## src/rtl/nes_operand_ctrl_if.sv

```systemverilog
// Button-frame inputs and operand/display outputs between the controller
// reader, the operand editor and the add/sub datapath.
interface nes_operand_ctrl_if #(
    parameter int WIDTH = 4
);
    logic             frame_valid;
    logic             up;
    logic             down;
    logic             left;
    logic             right;
    logic             select;
    logic             a_but;
    logic             b_but;
    logic [WIDTH-1:0] op_a;
    logic [WIDTH-1:0] op_b;
    logic             cin;
    logic             sub_sel;
    logic             edit_b;
    logic             result_valid;

    modport master (
        output frame_valid, up, down, left, right, select, a_but, b_but,
        input  op_a, op_b, cin, sub_sel, edit_b, result_valid
    );

    modport slave (
        input  frame_valid, up, down, left, right, select, a_but, b_but,
        output op_a, op_b, cin, sub_sel, edit_b, result_valid
    );
endinterface

```

## src/rtl/nes_operand_ctrl.sv

```systemverilog
// Operand editor for the NES add/sub demo: edge-detects per-frame buttons and
// dials in A/B, add/sub mode and result display. NES_OPERAND_AUTOREPEAT_EN adds held-direction repeat.
//
// state  | meaning
// EDIT_A | up/down adjust operand A, right moves to B, A button shows result
// EDIT_B | up/down adjust operand B, left moves to A, A button shows result
// RESULT | operands frozen, B button returns to EDIT_A
module nes_operand_ctrl #(
    parameter int WIDTH       = 4,
    parameter int HOLD_FRAMES = 30,
    parameter int RPT_FRAMES  = 6
) (
    input logic                clk,
    input logic                reset_n,
    nes_operand_ctrl_if.slave  bus
);
    typedef enum logic [1:0] {
        EDIT_A = 2'd0,
        EDIT_B = 2'd1,
        RESULT = 2'd2
    } state_t;

    localparam int P_UP  = 6;
    localparam int P_DN  = 5;
    localparam int P_LT  = 4;
    localparam int P_RT  = 3;
    localparam int P_SEL = 2;
    localparam int P_A   = 1;
    localparam int P_B   = 0;

    if (HOLD_FRAMES < 1 || RPT_FRAMES < 1) begin : g_bad_cfg
        $error("nes_operand_ctrl: HOLD_FRAMES and RPT_FRAMES must be at least 1");
    end

    state_t           state_q, state_d;
    logic [WIDTH-1:0] a_q, a_d, b_q, b_d;
    logic             sub_q, sub_d;
    logic [6:0]       prev_q;
    logic [6:0]       btn;
    logic [6:0]       press;
    logic             inc, dec;
    logic             rpt_up, rpt_dn;

    assign btn   = {bus.up, bus.down, bus.left, bus.right, bus.select, bus.a_but, bus.b_but};
    assign press = btn & ~prev_q;

    always_ff @(posedge clk or negedge reset_n) begin
        if (!reset_n) begin
            state_q <= EDIT_A;
            a_q     <= '0;
            b_q     <= '0;
            sub_q   <= 1'b0;
            prev_q  <= '0;
        end else if (bus.frame_valid) begin
            state_q <= state_d;
            a_q     <= a_d;
            b_q     <= b_d;
            sub_q   <= sub_d;
            prev_q  <= btn;
        end
    end

    // Operand step uses the state before any move decided in the same frame.
    always_comb begin
        state_d = state_q;
        a_d     = a_q;
        b_d     = b_q;
        sub_d   = sub_q;
        inc     = 1'b0;
        dec     = 1'b0;
        if (bus.frame_valid) begin
            if (press[P_SEL]) sub_d = ~sub_q;
            unique case (state_q)
                EDIT_A, EDIT_B: begin
                    if (press[P_A]) begin
                        state_d = RESULT;
                    end else begin
                        inc = (press[P_UP] & ~press[P_DN]) | rpt_up;
                        dec = (press[P_DN] & ~press[P_UP]) | rpt_dn;
                        if (state_q == EDIT_A) begin
                            if (inc)      a_d = a_q + 1'b1;
                            else if (dec) a_d = a_q - 1'b1;
                            if (press[P_RT] && !press[P_LT]) state_d = EDIT_B;
                        end else begin
                            if (inc)      b_d = b_q + 1'b1;
                            else if (dec) b_d = b_q - 1'b1;
                            if (press[P_LT] && !press[P_RT]) state_d = EDIT_A;
                        end
                    end
                end
                RESULT: begin
                    if (press[P_B]) state_d = EDIT_A;
                end
                default: state_d = EDIT_A;
            endcase
        end
    end

`ifdef NES_OPERAND_AUTOREPEAT_EN
    localparam int TW = $clog2(((HOLD_FRAMES > RPT_FRAMES) ? HOLD_FRAMES : RPT_FRAMES) + 1);

    logic [TW-1:0] tmr_q;
    logic          arm_q;
    logic          held_up, held_dn, start, stay;

    assign held_up = btn[P_UP] & prev_q[P_UP] & ~btn[P_DN];
    assign held_dn = btn[P_DN] & prev_q[P_DN] & ~btn[P_UP];
    assign start   = (press[P_UP] & ~btn[P_DN]) | (press[P_DN] & ~btn[P_UP]);
    assign stay    = (state_q != RESULT) && (state_d == state_q);

    // Down-counter loaded on the press; terminal count emits one repeat step.
    always_ff @(posedge clk or negedge reset_n) begin
        if (!reset_n) begin
            tmr_q <= '0;
            arm_q <= 1'b0;
        end else if (bus.frame_valid) begin
            if (!stay) begin
                tmr_q <= '0;
                arm_q <= 1'b0;
            end else if (start) begin
                tmr_q <= TW'(HOLD_FRAMES - 1);
                arm_q <= 1'b1;
            end else if (arm_q && (held_up || held_dn)) begin
                if (tmr_q == '0) tmr_q <= TW'(RPT_FRAMES - 1);
                else             tmr_q <= tmr_q - 1'b1;
            end else begin
                tmr_q <= '0;
                arm_q <= 1'b0;
            end
        end
    end

    assign rpt_up = arm_q && held_up && (tmr_q == '0) && (state_q != RESULT);
    assign rpt_dn = arm_q && held_dn && (tmr_q == '0) && (state_q != RESULT);
`else
    assign rpt_up = 1'b0;
    assign rpt_dn = 1'b0;
`endif

    assign bus.op_a         = a_q;
    assign bus.op_b         = b_q;
    assign bus.sub_sel      = sub_q;
    assign bus.cin          = sub_q;
    assign bus.edit_b       = (state_q == EDIT_B);
    assign bus.result_valid = (state_q == RESULT);
endmodule

```

## src/flat_wrapper.sv

```systemverilog
// flat-port wrapper written by rule: the top's interface ports become plain ports
module nes_operand_ctrl_flat 
#(
    parameter int WIDTH       = 4,
    parameter int HOLD_FRAMES = 30,
    parameter int RPT_FRAMES  = 6
)
  (clk, reset_n, bus_frame_valid, bus_up, bus_down, bus_left, bus_right, bus_select, bus_a_but, bus_b_but, bus_op_a, bus_op_b, bus_cin, bus_sub_sel, bus_edit_b, bus_result_valid);
  nes_operand_ctrl_if #(.WIDTH(WIDTH)) bus_i ();
  input logic clk;
  input logic reset_n;
  input wire logic [$bits(bus_i.frame_valid)-1:0] bus_frame_valid;
  input wire logic [$bits(bus_i.up)-1:0] bus_up;
  input wire logic [$bits(bus_i.down)-1:0] bus_down;
  input wire logic [$bits(bus_i.left)-1:0] bus_left;
  input wire logic [$bits(bus_i.right)-1:0] bus_right;
  input wire logic [$bits(bus_i.select)-1:0] bus_select;
  input wire logic [$bits(bus_i.a_but)-1:0] bus_a_but;
  input wire logic [$bits(bus_i.b_but)-1:0] bus_b_but;
  output wire logic [$bits(bus_i.op_a)-1:0] bus_op_a;
  output wire logic [$bits(bus_i.op_b)-1:0] bus_op_b;
  output wire logic [$bits(bus_i.cin)-1:0] bus_cin;
  output wire logic [$bits(bus_i.sub_sel)-1:0] bus_sub_sel;
  output wire logic [$bits(bus_i.edit_b)-1:0] bus_edit_b;
  output wire logic [$bits(bus_i.result_valid)-1:0] bus_result_valid;
  assign bus_i.frame_valid = bus_frame_valid;
  assign bus_i.up = bus_up;
  assign bus_i.down = bus_down;
  assign bus_i.left = bus_left;
  assign bus_i.right = bus_right;
  assign bus_i.select = bus_select;
  assign bus_i.a_but = bus_a_but;
  assign bus_i.b_but = bus_b_but;
  assign bus_op_a = bus_i.op_a;
  assign bus_op_b = bus_i.op_b;
  assign bus_cin = bus_i.cin;
  assign bus_sub_sel = bus_i.sub_sel;
  assign bus_edit_b = bus_i.edit_b;
  assign bus_result_valid = bus_i.result_valid;
  nes_operand_ctrl #(.WIDTH(WIDTH), .HOLD_FRAMES(HOLD_FRAMES), .RPT_FRAMES(RPT_FRAMES)) u_core (.clk(clk), .reset_n(reset_n), .bus(bus_i));
endmodule
```

## config.mk

```make
export PLATFORM = sky130hd
export DESIGN_NAME = nes_operand_ctrl_flat
export DESIGN_NICKNAME = d
export VERILOG_FILES = /design/src/rtl/nes_operand_ctrl_if.sv /design/src/rtl/nes_operand_ctrl.sv /design/src/flat_wrapper.sv
export SDC_FILE = /design/constraint.sdc
export NUM_CORES = 1
export LEC_CHECK = 0
export CORE_AREA = 2 2 48 50
export CTS_CLUSTER_SIZE = 12
export DETAILED_ROUTE_END_ITERATION = 12
export DIE_AREA = 0 0 50 52
export PLACE_DENSITY_LB_ADDON = 0.25
export RECOVER_POWER = 50
export SYNTH_ARGS = -nofsm -noshare
export SYNTH_HDL_FRONTEND = slang
export SYNTH_SLANG_ARGS = --single-unit
export TNS_END_PERCENT = 30
```

## constraint.sdc

```tcl
create_clock -name clk -period 4.25 [get_ports clk]
set_input_delay 0.6375 -clock clk [delete_from_list [all_inputs] [get_ports clk]]
set_output_delay 0.6375 -clock clk [all_outputs]
set_load 0.05 [all_outputs]
```

==> flow_metrics.env <==
export IMPL_outcome="complete, no violations"
export IMPL_tns_ns=0
export IMPL_ir_worst_vdd_v=0.000327
export IMPL_hold_path_class="reg -> reg"
export IMPL_cts_root_buffer="clkbuf_4"
export IMPL_grt_pass1_vias=664
export IMPL_path_delay_family="buffers and inverters"
export IMPL_place_inst=125
export IMPL_required_ns=3.61
export IMPL_worst_pin_slew_ns=0.801
export IMPL_antenna_found_initial=0
export IMPL_layout_commonest_cell="clkdlybuf4s50_1"
export IMPL_drc_errors=0
export IMPL_vias_per_cell=4.97
export IMPL_cp_cell_sequence="inv_1, nor2_1, clkdlybuf4s50_1"
export IMPL_yosysTopAreaCell="dfrtp_1"
export IMPL_rrSetupSlack_ns=2.26
export IMPL_firstDrtPassIters=4
export IMPL_cp_end_kind="primary output"
export IMPL_grt_pass1_wl_um=2900
export IMPL_hold_viol=0
export IMPL_area_growth_synth_to_final_pct=27.7
export IMPL_ff_latch_area_um2=450
export IMPL_drt_iter0_drc=3
export IMPL_drv_cap=0
export IMPL_crit_start="u_core.state_q[0]"
export IMPL_post_cts_buffers=0
export IMPL_routabilityCongestion=0.754
export IMPL_yosys_area_top_type_share_pct=46.3
export IMPL_postSynthCellCount=78
export IMPL_num_fill_cells=181
export IMPL_cts_reportedPaths_clkPinSlew_ns=0.10
export IMPL_cts_buffer_depth=2
export IMPL_dr_total_vias=641
export IMPL_htree_levels=1
export IMPL_yosysSeqAreaShare_pct=46.3
export IMPL_worstSetupStartpointType="register"
export IMPL_cp_slowest_cell="clkdlybuf4s50_1"
export IMPL_powerDensity_nw_per_um2=733
export IMPL_start_util_pct=46.2
export IMPL_drive_gt1_share_pct=19.8
export IMPL_slowest_delay_ns=0.81
export IMPL_nNetsFinal=119
export IMPL_hold_buffers=0
export IMPL_synth_edf_count=0
export IMPL_ys_ff_latch=18
export IMPL_clkLatencyLatePin_ns=0.29
export IMPL_setup_slack_ns=1.80
export IMPL_async_flop_share_pct=100
export IMPL_layoutNonFillerInstCount=129
export IMPL_slew_headroom_pct=46.5
export IMPL_routed_wl_um=1530
export IMPL_fin_crit_sh_pct=57.7
export IMPL_worst_path_buf_inv=2
export IMPL_yosys_warnings=0
export IMPL_path_class="reg -> out"
export IMPL_fin_skew_ns=0.00406
export IMPL_die_w_um=50
export IMPL_antenna_cells=0
export IMPL_grt_overflow=0
export IMPL_cts_sinks=18
export IMPL_synth_cell_types=28
export IMPL_cp_max_fo=5
export IMPL_dieArea_um2=2600
export IMPL_syn_area_um2=972
export IMPL_most_common_layout_cells="clkdlybuf4s50_1, dfrtp_1, a21oi_1"
export IMPL_die_h_um=52
export IMPL_worstHoldStart="u_core.bus.op_a[3]"
export IMPL_grt_max_degree=19
export IMPL_cts_tree="done"
export IMPL_synth_ff_type="dfrtp_1"
export IMPL_worstPathArrival_ns=1.82
export IMPL_avgSynthCellArea_um2=12.5
export IMPL_portBuffers=21
export IMPL_setup_viol=0
export IMPL_fmax_mhz=408
export IMPL_multi_input_area_um2=498
export IMPL_ios=22
export IMPL_dp_worst_setup_slack_ns=1.54
export IMPL_grt_usage_pct=14.9
export IMPL_synth_area_top_cells="dfrtp_1, mux2_2, ha_1, mux2_4, xnor2_1"
export IMPL_hpwl_um=1220
export IMPL_detail_route_antenna_nets=0
export IMPL_rsz0062_at_grt="no"
export IMPL_row_count=17
export IMPL_layout_min_cycle_time_ns=2.45
export IMPL_synth_fp_nets=95
export IMPL_drv_slew=0
export IMPL_cts_resized_gates=0
export IMPL_rr_startpoint="u_core.prev_q[5]"
export IMPL_cts_buffers=3
export IMPL_wl_per_cell_um=11.9
export IMPL_core_area_um2=2110
export IMPL_p_leak_nw=0.517
-- cells in the mapped netlist, types with 2 or more instances --
| cell | number |
|---|---|
| and3_1 | 2 |
| mux2_2 | 7 |
| nand2b_1 | 2 |
| nand3_1 | 2 |
| mux2_4 | 3 |
| fa_1 | 2 |
| nor2_1 | 3 |
| a21oi_1 | 8 |
| nor2b_1 | 2 |
| dfrtp_1 | 18 |
| inv_1 | 3 |
| xnor2_1 | 5 |
| ha_1 | 5 |
| xor2_1 | 2 |
-- state kept, by name, summed over array words and instances, names as in the netlist --
| register | flops |
|---|---|
| u_core.prev_q | 7 |
| u_core.bus.op_a | 4 |
| u_core.bus.op_b | 4 |
| u_core.state_q | 2 |
| u_core.bus.cin | 1 |
-- through the flow --
| step | instance area (um2) | hold slack (ns) | utilization (%) | total power, mW |
|---|---|---|---|---|
| after floorplan | 972 | 0.342 | - | 0.660 |
| after global placement | 1200 | 0.463 | 57.2 | 0.797 |
| after detailed placement | 1200 | 0.463 | 57.2 | 0.816 |
| after CTS | 1240 | 0.485 | 58.9 | 0.923 |
| after global routing | 1240 | 0.512 | 58.9 | 0.974 |
| final | 1240 | 0.482 | 58.9 | 0.910 |
-- routing by layer --
metal  GRT usage, %  wire (um)  up-vias  share of wire, %
li1               -          -      321                 -
met1           19.6        683      297                45
met2           22.6        740       20                48
met3           4.02         87        3               5.7
met4           7.41         21        0               1.4
met5              0          0        -                 0
-- logic make-up (layout without fill, tap and decap cells) --
kind of cell / count (synthesis) / count (layout) / synth area share [%]
xor+xnor: 7 / 7 / 6.31
compound gates: 13 / 13 / 7.85
simple gates: 18 / 18 / 13.8
flops: 18 / 18 / 46.3
fa+ha+maj: 7 / 7 / 10.6
mux: 10 / 10 / 12.7
buf+inv: 5 / 28 / 2.45
-- final cells by class --
| cell class | instances | share of cell area (%) |
|---|---|---|
| Timing Repair Buffer | 21 | 16.9 |
| Clock buffer | 4 | 2.92 |
| Inverter | 3 | 0.907 |
| Multi-Input combinational cell | 55 | 40.1 |
| Sequential cell | 18 | 36.3 |
| Tap cell | 28 | 2.82 |
-- worst paths after layout --
kind	endpoint	depth (start not counted)
min reg2reg	u_core.bus.op_a[3]	1
max in group asynchronous	u_core.prev_q[0]	1
min in group asynchronous	u_core.bus.op_a[1]	1
max	bus_edit_b	3
min	u_core.bus.op_a[3]	1
max reg2reg	u_core.bus.op_b[3]	8
-- power by group --
part	total (mW)	internal, mW	switching (mW)	leakage (nW)
clock	0.104	0.0522	0.0519	0.0210
combinational	0.511	0.206	0.304	0.281
sequential	0.296	0.227	0.0681	0.215
Note: power is estimated with default switching activity, not from simulation.
